--- config.mk ---
export PLATFORM = sky130hd
export DESIGN_NAME = neuron_mac_sequencer
export DESIGN_NICKNAME = d
export VERILOG_FILES = /design/src/rtl/neuron_pkg.sv /design/src/rtl/neuron_acc.sv /design/src/rtl/neuron_mac_sequencer.sv
export SDC_FILE = /design/constraint.sdc
export NUM_CORES = 1
export LEC_CHECK = 0
export BUFFER_PORTS_ARGS = -buffer_cell sky130_fd_sc_hd__buf_4
export CAP_MARGIN = 10
export CORE_UTILIZATION = 56
export CTS_CLUSTER_SIZE = 24
export DETAILED_ROUTE_END_ITERATION = 8
export PLACE_DENSITY = 0.74
export SLEW_MARGIN = 25
export SYNTH_ARGS = -nofsm -noshare
export SYNTH_HDL_FRONTEND = slang
export SYNTH_SLANG_ARGS = --single-unit
export TNS_END_PERCENT = 5
--- constraint.sdc ---
create_clock -name clk_i -period 5.83 [get_ports clk_i]
set_clock_uncertainty 0.05 [all_clocks]
set_input_delay 0.8745 -clock clk_i [delete_from_list [all_inputs] [get_ports clk_i]]
set_output_delay 0.8745 -clock clk_i [all_outputs]
set_load 0.005 [all_outputs]
--- src/rtl/neuron_pkg.sv ---
// neuron_pkg: shared fixed-point types, FSM states and sign-magnitude conversion helpers
//   Q_M/Q_N/W : default sign-magnitude format Q(Q_M).(Q_N), W = 1+Q_M+Q_N
//   MAXW      : working width of the conversion helpers (any W + guard bits must fit)
package neuron_pkg;
    localparam int Q_M  = 15;
    localparam int Q_N  = 16;
    localparam int W    = 1 + Q_M + Q_N;
    localparam int MAXW = 64;
    typedef logic [W-1:0] fixed_t;
    typedef enum logic [1:0] {IDLE, ACCUM, BIAS, DONE} state_t;
    // w-bit sign-magnitude (right-aligned in v) to MAXW-bit two's complement; -0 yields 0
    function automatic logic signed [MAXW-1:0] sm_to_tc(input logic [MAXW-1:0] v, input int w);
        logic [MAXW-1:0] mag;
        mag = v & ({MAXW{1'b1}} >> (MAXW - w + 1));
        return |(v & (MAXW'(1) << (w - 1))) ? -$signed(mag) : $signed(mag);
    endfunction
    // MAXW-bit two's complement to w-bit sign-magnitude, magnitude clamped; zero is always +0
    function automatic logic [MAXW-1:0] tc_to_sm_sat(input logic signed [MAXW-1:0] a, input int w);
        logic [MAXW-1:0] mag, lim;
        lim = {MAXW{1'b1}} >> (MAXW - w + 1);
        mag = a[MAXW-1] ? MAXW'(-a) : MAXW'(a);
        mag = (mag > lim) ? lim : mag;
        return a[MAXW-1] ? (mag | (MAXW'(1) << (w - 1))) : mag;
    endfunction
endpackage

--- src/rtl/neuron_acc.sv ---
// neuron_acc: clear/add accumulator over sign-magnitude operands with saturated sign-magnitude view
//   clk_i, rst_i : clock, synchronous active-high reset
//   clr_i, add_i : clear accumulator (wins), add din_i this edge
//   din_i        : W-bit sign-magnitude operand
//   sum_o, pos_o : saturated sum and (sum > 0) of the value the accumulator takes at this edge
module neuron_acc
    import neuron_pkg::*;
#(
    parameter int W  = neuron_pkg::W,
    parameter int AW = 2
) (
    input  logic         clk_i,
    input  logic         rst_i,
    input  logic         clr_i,
    input  logic         add_i,
    input  logic [W-1:0] din_i,
    output logic [W-1:0] sum_o,
    output logic         pos_o
);
    localparam int WA = W + AW;
    logic signed [WA-1:0] r_acc, w_add, w_nxt;
    // AW guard bits hold N_INPUTS+1 full-scale terms, so the sum never wraps
    assign w_add = WA'(sm_to_tc(MAXW'(din_i), W));
    assign w_nxt = clr_i ? '0 : add_i ? r_acc + w_add : r_acc;
    assign sum_o = W'(tc_to_sm_sat(MAXW'(w_nxt), W));
    assign pos_o = !w_nxt[WA-1] && (w_nxt != '0);
    always_ff @(posedge clk_i) begin
        r_acc <= rst_i ? '0 : w_nxt;
    end
endmodule

--- src/rtl/neuron_mac_sequencer.sv ---
// neuron_mac_sequencer: perceptron neuron sequencing one shared adder over N binary inputs plus bias
//   in_valid_i/in_ready_o/x_i     : input pattern handshake
//   cfg_we_i/cfg_addr_i/cfg_data_i: weight writes (addr N_INPUTS = bias), honoured while cfg_ready_o
//   out_valid_o/out_ready_i       : result handshake carrying out_o (step) and sum_o (saturated sum)
module neuron_mac_sequencer
    import neuron_pkg::*;
#(
    parameter int N_INPUTS = 2,
    parameter int Q_M      = neuron_pkg::Q_M,
    parameter int Q_N      = neuron_pkg::Q_N
) (
    input  logic                                clk_i,
    input  logic                                rst_i,
    input  logic                                in_valid_i,
    output logic                                in_ready_o,
    input  logic [N_INPUTS-1:0]                 x_i,
    input  logic                                cfg_we_i,
    input  logic [$clog2(N_INPUTS+1)-1:0]       cfg_addr_i,
    input  logic [Q_M+Q_N:0]                    cfg_data_i,
    output logic                                cfg_ready_o,
    output logic                                out_valid_o,
    input  logic                                out_ready_i,
    output logic                                out_o,
    output logic [Q_M+Q_N:0]                    sum_o
);
    localparam int W  = 1 + Q_M + Q_N;
    localparam int AW = $clog2(N_INPUTS + 1);
    state_t              r_state;
    logic [AW-1:0]       r_k;
    logic [N_INPUTS-1:0] r_x;
    logic [W-1:0]        r_w [0:N_INPUTS];
    logic [W-1:0]        r_sum, w_sum, w_din;
    logic                r_out, w_pos, w_idle, w_wr, w_xk;
    assign w_idle      = (r_state == IDLE);
    assign in_ready_o  = w_idle;
    assign cfg_ready_o = w_idle;
    assign out_valid_o = (r_state == DONE);
    assign out_o       = r_out;
    assign sum_o       = r_sum;
    assign w_wr        = cfg_we_i && w_idle && (cfg_addr_i <= AW'(N_INPUTS));
    assign w_xk        = |(r_x & (N_INPUTS'(1) << r_k));
    assign w_din       = (r_state == BIAS) ? r_w[N_INPUTS] : r_w[r_k];
    neuron_acc #(.W(W), .AW(AW)) u_acc (
        .clk_i (clk_i),
        .rst_i (rst_i),
        .clr_i (w_idle && in_valid_i),
        .add_i ((r_state == ACCUM && w_xk) || r_state == BIAS),
        .din_i (w_din),
        .sum_o (w_sum),
        .pos_o (w_pos)
    );
    always_ff @(posedge clk_i) begin
        if (rst_i) begin
            r_state <= IDLE;
            r_k     <= '0;
            r_x     <= '0;
            r_out   <= 1'b0;
            r_sum   <= '0;
            for (int i = 0; i <= N_INPUTS; i++) r_w[i] <= '0;
        end else begin
            if (w_wr) r_w[cfg_addr_i] <= cfg_data_i;
            case (r_state)
                IDLE: if (in_valid_i) begin
                    r_x     <= x_i;
                    r_k     <= '0;
                    r_state <= ACCUM;
                end
                ACCUM: begin
                    r_k <= r_k + 1'b1;
                    if (r_k == AW'(N_INPUTS - 1)) r_state <= BIAS;
                end
                BIAS: begin
                    r_out   <= w_pos;
                    r_sum   <= w_sum;
                    r_state <= DONE;
                end
                DONE: if (out_ready_i) r_state <= IDLE;
                default: r_state <= IDLE;
            endcase
        end
    end
endmodule

---- Word level (Yosys, flattened, before mapping) ----
Memories as Yosys holds them, arrays and structs flattened. A register that Yosys moved wholly into a read port is not among the register bits.
Cells that the tools add are included.
operators by class
  add/sub/neg operators ................... 4
  magnitude comparators ................... 2
  eq/ne operators ......................... 7
  shift-type cells ........................ 1
  mux-type cells .......................... 23
  bitwise operators ....................... 1
  reduce and logical (&&, ||, !) cells .... 15
operators with widths
  operator                                                                           count
  32-bit 2-to-1 mux                                                                  4
  34-bit 2-to-1 mux                                                                  3
  64-bit by 31-bit greater-than comparator with 1-bit output, second input constant  1
  64-bit 2-to-1 mux                                                                  1
  34-bit negation with 64-bit output                                                 1
  34-bit adder                                                                       1
  31-bit negation with 34-bit output                                                 1
  34-bit nonzero test                                                                1
  32-bit OR reduction                                                                1
  2-bit 2-to-1 mux                                                                   7
  2-bit one-hot mux with 4 select lines                                              1
  1-bit 2-to-1 mux                                                                   6
  1-bit logical AND                                                                  5
  2-bit by 1-bit == test with 1-bit output, second input constant                    2
  2-bit == test, second input constant                                               2
  2-bit by 1-bit != test with 1-bit output, second input constant                    2
  2-bit one-hot mux with 2 select lines                                              1
  2-bit AND reduction                                                                2
  3-bit AND reduction                                                                1
  2-bit by 1-bit adder with 2-bit output, second input constant                      1
  2-bit AND                                                                          1
  2-bit less-or-equal comparator, second input constant                              1
  2-bit logical NOT                                                                  1
  2-bit != test, second input constant                                               1
  other kinds (5)                                                                    5
word-level totals
  flip-flop bits (word level) ............. 73
  bits in writable memories ............... 96
  input bits .............................. 41
  word-level logic and storage cells ...... 60
  memories ................................ 1
memories
  memory  depth  width  rd ports  clocked after memory_dff  write ports  RTL line                    RTL
  r_w     3      32     2         1                         3            neuron_mac_sequencer.sv:31  logic [W-1:0] r_w [0:N_INPUTS];

---- Depth between registers and ports, before layout ----
  word-level depth ........................ 12
  mapped depth ............................ 29
  depth with buffers taken out ............ 27

---- Cells and area by module ----
A second synthesis with hierarchy kept.
unflattened totals
  cell total of the unflattened synthesis .. 1299
  area total of the unflattened synthesis .. 12710.9 um^2
by module, submodules not included
  module                instances  cells each  area each (um^2)  seq. area each (um^2)
  neuron_mac_sequencer  1          549         7267.0            4664.5
  neuron_acc            1          750         5444.0            680.7

---- Least setup slack after synthesis ----
No wires, ideal clock.
  path type ............................... reg2reg
  from .................................... reg r_state[0]
  to ...................................... reg r_sum[30] (netlist: sum_o[30])
  library setup time ...................... 0.135 ns
  arrival ................................. 5.970 ns
  data required time ...................... 5.645 ns
  slack ................................... -0.325 ns
  stages on the path, launching flop included .. 28
  clock period less this slack ............ 6.155 ns
  cells stage by stage .................... dfxtp_1 inv_1 ha_1 buf_2 a21oi_1 buf_2 buf_2 o22ai_1 nor4_1 and2_1 nand3_1 nor2_1 nor2_1 xor2_1 ha_1 clkbuf_1 nand4_1 nor3_1 o2bb2ai_1 o31a_1 o31ai_1 and2_1 or4_4 or4_4 o211a_1 a2111oi_4 buf_6 a311oi_1
on the way
  cells in the longest elaborated chain, start to end .. 12
  elaborated cells between the ends (all ways) .. 17
  those cells by class .................... 3 x add/sub; 1 x order compare; 2 x eq/ne; 7 x mux; 4 x reduce/logical
ends and longest elaborated chain
  element                                                     RTL line                                                                            RTL
  start, declared                                             neuron_mac_sequencer.sv:28                                                          state_t r_state;
  start signal, assigned                                      neuron_mac_sequencer.sv:54                                                          r_state <= IDLE;
  start signal, assigned                                      neuron_mac_sequencer.sv:66                                                          r_state <= ACCUM;
  start signal, assigned                                      neuron_mac_sequencer.sv:70                                                          if (r_k == AW'(N_INPUTS - 1)) r_state <= BIAS;
  2-bit == test                                               neuron_mac_sequencer.sv:42, neuron_mac_sequencer.sv:47, neuron_mac_sequencer.sv:62
  32-bit 2-to-1 mux                                           neuron_mac_sequencer.sv:42                                                          assign w_din = (r_state == BIAS) ? r_w[N_INPUTS] : r_w[r_k];
  31-bit negation with 34-bit output                          neuron_pkg.sv:15                                                                    return |(v & (MAXW'(1) << (w - 1))) ? -$signed(mag) : $signed(mag);
  34-bit 2-to-1 mux                                           neuron_pkg.sv:15
  34-bit adder                                                neuron_acc.sv:24                                                                    assign w_nxt = clr_i ? '0 : add_i ? r_acc + w_add : r_acc;
  34-bit 2-to-1 mux (2 in a row)                              neuron_acc.sv:24
  34-bit negation with 64-bit output                          neuron_pkg.sv:21                                                                    mag = a[MAXW-1] ? MAXW'(-a) : MAXW'(a);
  64-bit 2-to-1 mux                                           neuron_pkg.sv:21
  64-bit by 31-bit greater-than comparator with 1-bit output  neuron_pkg.sv:22                                                                    mag = (mag > lim) ? lim : mag;
  32-bit 2-to-1 mux                                           neuron_pkg.sv:22
  32-bit 2-to-1 mux                                           neuron_pkg.sv:23                                                                    return a[MAXW-1] ? (mag | (MAXW'(1) << (w - 1))) : mag;
  end signal, assigned                                        neuron_mac_sequencer.sv:74                                                          r_sum <= w_sum;
  end, declared                                               neuron_mac_sequencer.sv:32                                                          logic [W-1:0] r_sum, w_sum, w_din;
Parallel ways exist; a longest one is shown, timed or not.
A chain may end at the register's enable or synchronous reset.

==> reports/metrics.yaml <==
timing:
  rsz0062_at_grt: "yes"
  post-route-min-period_ns: 5.83
  slew_violations: 0
  holdWs_ns: 0.424
  fmax_mhz: 171
  fin_crit_sh: 1.00
  setup_violations: 1
  hold_violations: 0
  fin_ws_ns: -0.00472
  worst_pin_slew_ns: 0.965
  max_slew_margin: 0.354
critical_path:
  cp_max_fo: 31
  crit_type: "flop to flop"
  cp_cell_sequence: "buf_4 -> mux2_2 -> a21oi_1 -> o2bb2ai_1 -> nor4_2 -> buf_4 -> nand3_1 -> o31ai_2 -> xor2_1 -> ha_1 -> nand4_1 -> nor3_2 -> o2bb2ai_1 -> o31a_1 -> o31ai_1 -> and2_1 -> or4_4 -> or4_4 -> o211a_1 -> a2111oi_4 -> buf_12 -> a311oi_1"
  cp_slowest_stage_delay_ns: 0.55
  arrival_ns: 6.13
  critPathSlowestCell: "or4_4"
  end_kind: "flop"
  worst-path-buf-inv: 3
  crit_family: "simple AND/OR/NAND/NOR gates"
  required_ns: 6.13
  critPathLaunchType: "flop"
power_and_ir_drop:
  powerDensity_mw_per_mm2: 621
  power.leakage_nw: 6.23
  ir_drop_v: 0.000311
clock_tree:
  root_buffer: "clkbuf_16"
  clkTransAtPathRegs_ns: 0.06
  cts_hold_buf: 0
  clockBufferDepth: 3
  cts_buffers: 22
  tritoncts: "yes"
  clock_latency_ns: 0.53
  cts.sinks: 203
  htreeDepth: 1
logic_synthesis:
  synth_edf_count: 128
  yosysWarnings: 0
  synthAdderAreaFrac: 0.0422
  muxShareOfSynthArea: 0.0356
  synth_seq_cells: 203
  synth_ff_type: "edfxtp_1"
  synth_xor_area_frac: 0.0388
  synth_top_family_by_area: "simple AND/OR/NAND/NOR gates"
  synth_compound_area_frac: 0.202
  yosys.area_share.simple: 0.217
  synth_area_mm2: 0.0126
  synthCells: 1360
  ys_seq_area_frac: 0.423
  async_flop_share: 0
  syn_area_per_cell_um2: 9.29
  synth.distinct_cells: 92
job:
  maxCapViolCount: 0
place:
  place_area_mm2: 0.0148
  gp_congestion: 0.948
  place.port_buffers: 76
  dpl.hpwl_mm: 24.9
cells_and_area:
  drive_gt1_frac: 0.233
  nFillCells: 1666
  antenna_cells: 0
  final_nets: 1668
  multi_input_area_mm2: 0.00713
  syn_to_final_growth_pct: 24.6
  final_cell_mix: "255 x buf_4, 134 x nor2_1, 128 x edfxtp_1"
  final_common_cell: "buf_4"
  design_area_mm2: 0.0157
  seqCellArea_mm2: 0.00535
floorplanning:
  dieArea_mm2: 0.0232
  initial_core_util: 0.575
  dieHeight_um: 152
  io_pins: 77
  coreArea_mm2: 0.0220
  num_rows: 54
  die_w_um: 152
min_path:
  hold_path.class: "flop to flop"
detailed_routing:
  route.detailed.drc: 8
  dr.pass1.iters: 7
  num_vias: 11144
  drt_iter0_drc: 812
  antenna_left: 0
  viasPerCell: 5.92
  avgRoutedWirePerCell_um: 17.9
  drt_wl_total_mm: 33.6
grt:
  grt_use_total: 0.291
  overflow: 0
  grt_max_degree: 71
  antenna_found_initial: 0
  grt_pass1_wl_mm: 54.9
  grt_pass1_vias: 10794
run_status:
  status: "finished with violations"
  violations: "DRC, setup timing"
## repair_timing
action,in CTS,in global routing
endpoints found under the setup margin,31,32
pin swaps,1,3
gates resized for setup,9,28
buffers inserted,1,1
## cell families after synthesis
| kind of cell | count (synthesis) |
|---|---|
| simple gates | 521 |
| compound gates | 376 |
| flops | 203 |
| buf+inv | 117 |
| xor+xnor | 56 |
| mux | 44 |
| fa+ha+maj | 42 |
| other cells | 1 |
## flip-flops by register name, summed over array words and instances, names as in the netlist, named ones only
signal / count
r_w: 128
u_acc.r_acc: 34
sum_o: 32
r_k: 2
r_state: 2
r_x: 2
out_o: 1
## per-stage QoR
stage / utilization / worst slack (ns) / power, mW / std cells / setup TNS [ns]
global placement: 0.675 / -0.0145 / 8.02 / 1839 / -0.262
CTS: 0.711 / -0.0155 / 9.59 / 1880 / -0.0306
floorplan: - / 0.00465 / 5.70 / 1391 / 0
finish: 0.717 / -0.00472 / 9.79 / 1881 / -0.00472
detailed placement: 0.675 / -0.116 / 8.11 / 1839 / -3.01
global route: 0.717 / -0.347 / 10.5 / 1881 / -10.31
## final timing paths
| path | startpoint | end | slack (ns) | depth (start not counted) |
|---|---|---|---|---|
| worst max-delay path | flop | sum_o[14] | -0.005 | 22 |
| worst min-delay path | sum_o[31] | sum_o[31] | 0.42 | 2 |
| worst max register to register | flop | sum_o[14] | -0.005 | 22 |
| worst min register to register | sum_o[31] | sum_o[31] | 0.42 | 2 |
## per-layer routing
layer  vias to the layer above  routed length [um]  global-route usage
met5                         -                   0                   0
met4                         0                 770              0.0811
met3                        52                1650              0.0410
met2                       329               15600               0.483
met1                      5252               15600               0.399
li1                       5511                   -                   -
## area by class of cell
cell class	count	area share
clock inverter	15	0.0110
multi-input combinational	1071	0.453
clock buffer	25	0.0369
sequential	203	0.339
inverter	24	0.00572
tap	280	0.0222
timing repair buffer	263	0.132
## tightest hold or removal path, stage by stage, from the launching register on
cell and delay [ns]:
dfxtp_1 0.31, nand2_1 0.06, a21oi_1 0.05
## cell usage after synthesis (7+ instances only)
| cell type | number | area share |
|---|---|---|
| buf_2 | 18 | 0.0071 |
| nor2_1 | 135 | 0.040 |
| dfxtp_1 | 75 | 0.12 |
| a311oi_1 | 33 | 0.023 |
| a31oi_1 | 17 | 0.0084 |
| o21ai_0 | 69 | 0.027 |
| nor4_1 | 17 | 0.0084 |
| nor3_1 | 31 | 0.012 |
| a21o_1 | 18 | 0.011 |
| edfxtp_1 | 128 | 0.30 |
| xor2_1 | 22 | 0.015 |
| nor3b_1 | 8 | 0.0048 |
| nor2b_1 | 12 | 0.0059 |
| mux2i_1 | 36 | 0.029 |
| mux2_2 | 7 | 0.0062 |
| and2_1 | 107 | 0.053 |
| o21a_1 | 12 | 0.0071 |
| nand2b_1 | 9 | 0.0045 |
| ha_1 | 41 | 0.041 |
| xnor2_1 | 34 | 0.024 |
| a211oi_1 | 16 | 0.0095 |
| nand2_1 | 87 | 0.026 |
| a21oi_1 | 101 | 0.040 |
| o2111ai_1 | 10 | 0.0069 |
| clkbuf_1 | 59 | 0.018 |
| or3_1 | 10 | 0.0050 |
| and3_1 | 18 | 0.0089 |
| nand4_1 | 20 | 0.0099 |
| nand3_1 | 27 | 0.011 |
| o211ai_1 | 10 | 0.0059 |
| inv_1 | 23 | 0.0068 |
## power breakdown
part           internal [mW]  switching [mW]  total, mW
Sequential              1.77           0.155       1.93
Clock                  0.855           0.583       1.44
Combinational           2.91            3.52       6.42
No activity file was read; power rests on OpenSTA's default activity.
